--- config.mk ---
export PLATFORM = sky130hd
export DESIGN_NAME = mem_arbiter_flat
export DESIGN_NICKNAME = d
export VERILOG_FILES = /design/src/rtl/mem_arbiter_if.sv /design/src/rtl/mem_arbiter.sv /design/src/flat_wrapper.sv
export SDC_FILE = /design/constraint.sdc
export NUM_CORES = 1
export LEC_CHECK = 0
export CORE_AREA = 2 2 83 85
export DETAILED_ROUTE_END_ITERATION = 10
export DIE_AREA = 0 0 85 87
export GPL_TIMING_DRIVEN = 0
export PLACE_DENSITY = 0.78
export SYNTH_ARGS = -nofsm -noshare
export SYNTH_HDL_FRONTEND = slang
export SYNTH_SLANG_ARGS = --single-unit
--- constraint.sdc ---
create_clock -name clk -period 3.6 [get_ports clk]
set_input_delay 0.9 -clock clk [delete_from_list [all_inputs] [get_ports clk]]
set_output_delay 0.9 -clock clk [all_outputs]
set_load 0.02 [all_outputs]
--- src/rtl/mem_arbiter_if.sv ---
// Bus bundle between the IF/LS requesters, the arbiter and the memory.
// slave: arbiter side; master: requester/memory side.
interface mem_arbiter_if #(
  parameter int AW    = 10,
  parameter int WIDTH = 32
);
  logic             if_req;
  logic [AW-1:0]    if_addr;
  logic             if_gnt;
  logic             if_rvalid;
  logic [WIDTH-1:0] if_rdata;
  logic             ls_req;
  logic             ls_we;
  logic [AW-1:0]    ls_addr;
  logic [WIDTH-1:0] ls_wdata;
  logic             ls_gnt;
  logic             ls_rvalid;
  logic [WIDTH-1:0] ls_rdata;
  logic             mem_re;
  logic             mem_we;
  logic [AW-1:0]    mem_raddr;
  logic [AW-1:0]    mem_waddr;
  logic [WIDTH-1:0] mem_wdata;
  logic [WIDTH-1:0] mem_rdata;
  logic             mem_ready;

  modport slave (
    input  if_req, if_addr,
    input  ls_req, ls_we, ls_addr, ls_wdata,
    input  mem_rdata, mem_ready,
    output if_gnt, if_rvalid, if_rdata,
    output ls_gnt, ls_rvalid, ls_rdata,
    output mem_re, mem_we, mem_raddr,
    output mem_waddr, mem_wdata
  );

  modport master (
    output if_req, if_addr,
    output ls_req, ls_we, ls_addr, ls_wdata,
    output mem_rdata, mem_ready,
    input  if_gnt, if_rvalid, if_rdata,
    input  ls_gnt, ls_rvalid, ls_rdata,
    input  mem_re, mem_we, mem_raddr,
    input  mem_waddr, mem_wdata
  );
endinterface

--- src/rtl/mem_arbiter.sv ---
// IF/LS arbiter for one single-port memory (clk, rst, bus slave).
// MEM_ARB_RR_EN selects round-robin ties instead of LS priority.
module mem_arbiter #(
  parameter int  DEPTH   = 1024,
  parameter int  WIDTH   = 32,
  parameter int  LATENCY = 0,
  localparam int AW      = $clog2(DEPTH)
) (
  input  logic         clk,
  input  logic         rst,
  mem_arbiter_if.slave bus
);
  typedef enum logic {IDLE, RD_WAIT} state_t;

  localparam logic OWN_IF = 1'b0;
  localparam logic OWN_LS = 1'b1;
  localparam bit   ZERO_LAT = (LATENCY == 0);
  localparam logic [3:0] LAST =
    (LATENCY > 0) ? 4'(LATENCY - 1) : 4'd0;

  state_t           r_state;
  state_t           w_nxt_state;
  logic [3:0]       r_lat_cnt;
  logic [3:0]       w_nxt_cnt;
  logic             r_owner;
  logic             w_nxt_owner;
  logic [AW-1:0]    r_addr;
  logic [AW-1:0]    w_nxt_addr;
  logic             w_ls_win;
  logic             w_if_win;
  logic [WIDTH-1:0] w_rdata;

  assign w_rdata = bus.mem_rdata;

`ifdef MEM_ARB_RR_EN
  logic r_last;
  logic w_nxt_last;

  // Tie goes to whoever did not win last time.
  assign w_ls_win = bus.ls_req &
    (~bus.if_req | (r_last == OWN_IF));
`else
  assign w_ls_win = bus.ls_req;
`endif
  assign w_if_win = bus.if_req & ~w_ls_win;

  always_comb begin
    w_nxt_state   = r_state;
    w_nxt_cnt     = r_lat_cnt;
    w_nxt_owner   = r_owner;
    w_nxt_addr    = r_addr;
`ifdef MEM_ARB_RR_EN
    w_nxt_last    = r_last;
`endif
    bus.if_gnt    = 1'b0;
    bus.if_rvalid = 1'b0;
    bus.if_rdata  = '0;
    bus.ls_gnt    = 1'b0;
    bus.ls_rvalid = 1'b0;
    bus.ls_rdata  = '0;
    bus.mem_re    = 1'b0;
    bus.mem_we    = 1'b0;
    bus.mem_raddr = '0;
    bus.mem_waddr = '0;
    bus.mem_wdata = '0;
    // Outputs stay quiet while reset is held.
    if (!rst) begin
      unique case (r_state)
        IDLE: begin
          unique case (1'b1)
            w_ls_win: begin
              bus.ls_gnt = 1'b1;
`ifdef MEM_ARB_RR_EN
              w_nxt_last = OWN_LS;
`endif
              if (bus.ls_we) begin
                bus.mem_we    = 1'b1;
                bus.mem_waddr = bus.ls_addr;
                bus.mem_wdata = bus.ls_wdata;
              end else begin
                bus.mem_re    = 1'b1;
                bus.mem_raddr = bus.ls_addr;
                if (ZERO_LAT) begin
                  bus.ls_rvalid = 1'b1;
                  bus.ls_rdata  = w_rdata;
                end else begin
                  w_nxt_state = RD_WAIT;
                  w_nxt_cnt   = '0;
                  w_nxt_owner = OWN_LS;
                  w_nxt_addr  = bus.ls_addr;
                end
              end
            end
            w_if_win: begin
              bus.if_gnt    = 1'b1;
`ifdef MEM_ARB_RR_EN
              w_nxt_last    = OWN_IF;
`endif
              bus.mem_re    = 1'b1;
              bus.mem_raddr = bus.if_addr;
              if (ZERO_LAT) begin
                bus.if_rvalid = 1'b1;
                bus.if_rdata  = w_rdata;
              end else begin
                w_nxt_state = RD_WAIT;
                w_nxt_cnt   = '0;
                w_nxt_owner = OWN_IF;
                w_nxt_addr  = bus.if_addr;
              end
            end
            default: ;
          endcase
        end
        RD_WAIT: begin
          // Address held from the grant cycle.
          bus.mem_re    = 1'b1;
          bus.mem_raddr = r_addr;
          if (r_lat_cnt == LAST) begin
            // Counter saturates; retry until ready.
            if (bus.mem_ready) begin
              w_nxt_state = IDLE;
              if (r_owner == OWN_LS) begin
                bus.ls_rvalid = 1'b1;
                bus.ls_rdata  = w_rdata;
              end else begin
                bus.if_rvalid = 1'b1;
                bus.if_rdata  = w_rdata;
              end
            end
          end else begin
            w_nxt_cnt = r_lat_cnt + 4'd1;
          end
        end
        default: ;
      endcase
    end
  end

  always_ff @(posedge clk) begin
    if (rst) begin
      r_state   <= IDLE;
      r_lat_cnt <= '0;
      r_owner   <= OWN_IF;
      r_addr    <= '0;
`ifdef MEM_ARB_RR_EN
      r_last    <= OWN_IF;
`endif
    end else begin
      r_state   <= w_nxt_state;
      r_lat_cnt <= w_nxt_cnt;
      r_owner   <= w_nxt_owner;
      r_addr    <= w_nxt_addr;
`ifdef MEM_ARB_RR_EN
      r_last    <= w_nxt_last;
`endif
    end
  end
endmodule

--- src/flat_wrapper.sv ---
// flat-port wrapper written by rule: the top's interface ports become plain ports
module mem_arbiter_flat 
#(
  parameter int  DEPTH   = 1024,
  parameter int  WIDTH   = 32,
  parameter int  LATENCY = 0,
  localparam int AW      = $clog2(DEPTH)
)
  (clk, rst, bus_if_req, bus_if_addr, bus_ls_req, bus_ls_we, bus_ls_addr, bus_ls_wdata, bus_mem_rdata, bus_mem_ready, bus_if_gnt, bus_if_rvalid, bus_if_rdata, bus_ls_gnt, bus_ls_rvalid, bus_ls_rdata, bus_mem_re, bus_mem_we, bus_mem_raddr, bus_mem_waddr, bus_mem_wdata);
  mem_arbiter_if #(.AW((10)), .WIDTH(WIDTH)) bus_i ();
  input  logic clk;
  input  logic rst;
  input wire logic [$bits(bus_i.if_req)-1:0] bus_if_req;
  input wire logic [$bits(bus_i.if_addr)-1:0] bus_if_addr;
  input wire logic [$bits(bus_i.ls_req)-1:0] bus_ls_req;
  input wire logic [$bits(bus_i.ls_we)-1:0] bus_ls_we;
  input wire logic [$bits(bus_i.ls_addr)-1:0] bus_ls_addr;
  input wire logic [$bits(bus_i.ls_wdata)-1:0] bus_ls_wdata;
  input wire logic [$bits(bus_i.mem_rdata)-1:0] bus_mem_rdata;
  input wire logic [$bits(bus_i.mem_ready)-1:0] bus_mem_ready;
  output wire logic [$bits(bus_i.if_gnt)-1:0] bus_if_gnt;
  output wire logic [$bits(bus_i.if_rvalid)-1:0] bus_if_rvalid;
  output wire logic [$bits(bus_i.if_rdata)-1:0] bus_if_rdata;
  output wire logic [$bits(bus_i.ls_gnt)-1:0] bus_ls_gnt;
  output wire logic [$bits(bus_i.ls_rvalid)-1:0] bus_ls_rvalid;
  output wire logic [$bits(bus_i.ls_rdata)-1:0] bus_ls_rdata;
  output wire logic [$bits(bus_i.mem_re)-1:0] bus_mem_re;
  output wire logic [$bits(bus_i.mem_we)-1:0] bus_mem_we;
  output wire logic [$bits(bus_i.mem_raddr)-1:0] bus_mem_raddr;
  output wire logic [$bits(bus_i.mem_waddr)-1:0] bus_mem_waddr;
  output wire logic [$bits(bus_i.mem_wdata)-1:0] bus_mem_wdata;
  assign bus_i.if_req = bus_if_req;
  assign bus_i.if_addr = bus_if_addr;
  assign bus_i.ls_req = bus_ls_req;
  assign bus_i.ls_we = bus_ls_we;
  assign bus_i.ls_addr = bus_ls_addr;
  assign bus_i.ls_wdata = bus_ls_wdata;
  assign bus_i.mem_rdata = bus_mem_rdata;
  assign bus_i.mem_ready = bus_mem_ready;
  assign bus_if_gnt = bus_i.if_gnt;
  assign bus_if_rvalid = bus_i.if_rvalid;
  assign bus_if_rdata = bus_i.if_rdata;
  assign bus_ls_gnt = bus_i.ls_gnt;
  assign bus_ls_rvalid = bus_i.ls_rvalid;
  assign bus_ls_rdata = bus_i.ls_rdata;
  assign bus_mem_re = bus_i.mem_re;
  assign bus_mem_we = bus_i.mem_we;
  assign bus_mem_raddr = bus_i.mem_raddr;
  assign bus_mem_waddr = bus_i.mem_waddr;
  assign bus_mem_wdata = bus_i.mem_wdata;
  mem_arbiter #(.DEPTH(DEPTH), .WIDTH(WIDTH), .LATENCY(LATENCY)) u_core (.clk(clk), .rst(rst), .bus(bus_i));
endmodule
==> summary.txt <==
Timing
  • Setup slack after layout: between 70 and 80 ps
  • Final setup violation count: 0
  • Clk_skew: ~0.63 ps
  • Min Tclk post-route: between 3000 and 4000 ps
  • Fmax: ~280 MHz
  • Slew HR: between 50% and 60%
  • Fin crit share: between 90 and 100%
  • RSZ-0062 raised after global routing: true
  • Final max-slew violation count: 0
  • Worst-margin pin slew: 715 ps
  • Post-Route Setup TNS: 0 ps
  • Hold Vio Cnt, Final: 0

Route
  • Antenna viol nets, final: 0
  • WL/cell: between 15 and 20 µm
  • Vias after detailed routing: approximately 2100
  • Detailed Routing Iterations Pass 1: 4
  • Initial DRC count: 48
  • # DRC: 0
  • Post-Route WL: between 7 and 8 mm
  • Vias per cell: about 4.4

Die
  • Core Region: 6570 µm²
  • Die Height: a little under 90 µm
  • Die Wd: 85 µm
  • Number of core rows: 30
  • Starting Density: around 22%
  • Die area: ~7400 µm²
  • Io pins: roughly 210

Worst setup path
  • Critical Path End Type: output pin
  • Critical Path RT: 2700 ps
  • R2R Path End: u_core.r_state
  • FF-to-FF setup slack: 2020 ps
  • Reg2reg path depth: 6
  • Maximum fanout along the worst path: 10
  • Setup CP Type: in2out
  • Critical path arrival: between 2000 and 3000 ps
  • Worst r2r src: u_core.r_lat_cnt[0]
  • CP startpoint kind: primary input
  • Worst Setup SP: bus_ls_we

Clocking
  • Clock transition at path regs: around 30 ps
  • Root Driver: clkbuf_8
  • CTS H-tree lvls: 1
  • Clk buf depth: 2
  • Clock sink count: 5
  • CTS Buf Count: 3
  • CTS tree: yes
  • Clock latency on the worst-skew pair: around 220 ps
  • # hold bufs at CTS: 0

Logic synthesis
  • Share of the synthesized area in the top cell type: roughly a third
  • Top cell type by total area after synthesis: and2_1
  • Syn_nets: about 280
  • Distinct cells, synth: 28
  • Sequential area share after synthesis: 6.88%
  • Synth Area per Inst: between 7 and 8 µm²
  • Mapped cell area: ~1500 µm²
  • Top cells by area, synth: and2_1 (33%), nor4b_2 (30%), dfxtp_1 (6.9%), a22oi_1 (5.2%), buf_2 (4.8%)
  • Ys Warns: 0
  • Mapped Cells: between 150 and 200
  • Yosys reg bits: 5

Layout
  • FILL cells: 645
  • Share of cells above drive strength 1: 14.4%
  • P&R area growth vs syn: 152%
  • Final net count: between 400 and 500

Power and ir drop
  • Pwr dens: roughly 120 nW/µm²
  • Worst vdd ir: 0.120 mV
  • LEAKAGE: roughly 0.0020 µW

Placement
  • Worst slack, placed: -353 ps
  • Hpwl dp: around 6.3 mm
  • Port bufs: 210
  • Gpl congestion: just under 0.8

Global routing
  • Vias in the first global route: slightly above 2000
  • Largest net degree at the start of global routing: 11
  • GRT overflow: 0
  • Initial antenna violation count: 1
  • GRT Total Usage: between 15 and 20%
  • First-pass GRT wire length: roughly 11 mm

Hold path
  • WHS Endpoint: u_core.r_lat_cnt[2]
  • WHS Path Cells: 2
  • Min-Delay Path Class: reg2reg
  • Hold path start: u_core.r_lat_cnt[2]

Outcome
  • Status: complete, no violations

Run
  • Max cap viols: 0
-- area by class of cell --
class                      count  area, µm²  share of cell area, %
timing repair buffer         212       2020                   55.3
multi-input combinational    158       1260                   34.4
buffer                        21        118                   3.21
sequential                     5        100                   2.73
tap                           80        100                   2.73
clock buffer                   4       45.0                   1.23
inverter                       3       11.3                  0.307
antenna                        1       2.50                 0.0683
-- worst max-delay path by stage --
stage,to,slack [ps],cells after the start
after floorplan,bus_if_rdata[2],570,4
after global placement,bus_ls_rdata[10],-340,5
after detailed placement,bus_ls_rdata[10],-350,5
after CTS,bus_ls_rdata[5],2,5
after global routing,bus_if_rdata[26],-10,6
final,bus_ls_rvalid,70,5
-- through the flow --
| stage | total power (µW) | instance area (µm²) | util [%] | std cells | hold WS (ps) |
|---|---|---|---|---|---|
| floorplan | 179 | 1460 | - | 187 | 469 |
| global placement | 369 | 3660 | 55.7 | 477 | 482 |
| detailed placement | 371 | 3660 | 55.7 | 477 | 490 |
| CTS | 458 | 3620 | 55.1 | 483 | 495 |
| global route | 479 | 3660 | 55.8 | 484 | 529 |
| finish | 453 | 3660 | 55.8 | 484 | 495 |
-- kinds of logic after synthesis --
group           Yosys count  share of synthesized area [%]
simple gates            138                           74.5
buf+inv                  24                           7.65
compound gates           15                           7.14
flops                     5                           6.88
mux                       2                           1.46
fa+ha+maj                 2                           1.72
xor+xnor                  1                          0.602
-- synth_stat cells (all sizes together) --
cell and instances:
and2 76, nor4b 33, buf 16, nor2 16, a22oi 10, clkbuf 5, dfxtp 5, a21oi 3
inv 3, nand2 3, nor2b 3, ha 2, nand2b 2, o21ai 2, and3 1, mux2 1
mux2i 1, nand4 1, nor3 1, nor3b 1, or3 1, xor2 1
-- cell usage in the layout, fill, tap and decap left out, drive strengths merged --
cell type	n
dlygate4sd2	99
clkdlybuf4s50	94
and2	76
nor4b	33
buf	17
nor2	16
dlymetal6s2s	15
clkbuf	11
a22oi	10
dfxtp	5
nand2	3
inv	3
nor2b	3
a21oi	3
nand2b	2
ha	2
o21ai	2
diode	1
nor3b	1
and3	1
nor3	1
mux2i	1
mux2	1
or3	1
nand4	1
xor2	1
dlygate4sd1	1
-- power breakdown --
group          total [µW]  internal, µW  leakage [µW]      switching, µW
Combinational         294           163       0.00197                131
Sequential           55.8          55.8     0.0000402  0.000000000000123
Clock                 103          75.9     0.0000228               26.8
-- worst max-delay path: stages --
cell	delay (ps)
clkdlybuf4s50_1	500
nor4b_4	310
buf_4	160
buf_4	150
clkdlybuf4s50_1	610
-- sequential cells by signal, indices dropped and copies added (netlist names) --
signal and count:
u_core.r_lat_cnt 4, u_core.r_state 1
-- timing repair --
item,in CTS,in global routing
setup buffers,2,0
endpoints found under the hold margin,0,0
setup endpoints to repair,116,18
resized for setup,111,22
-- metal layers --
layer  vias to the layer above  wire (µm)  track usage [%]
met5                         -          0                0
met4                         0        114             3.32
met3                        10        427             2.94
met2                        82       3970             34.2
met1                       964       2980             21.9
li1                       1076          -                -
Power figures use the tool's default switching activity.
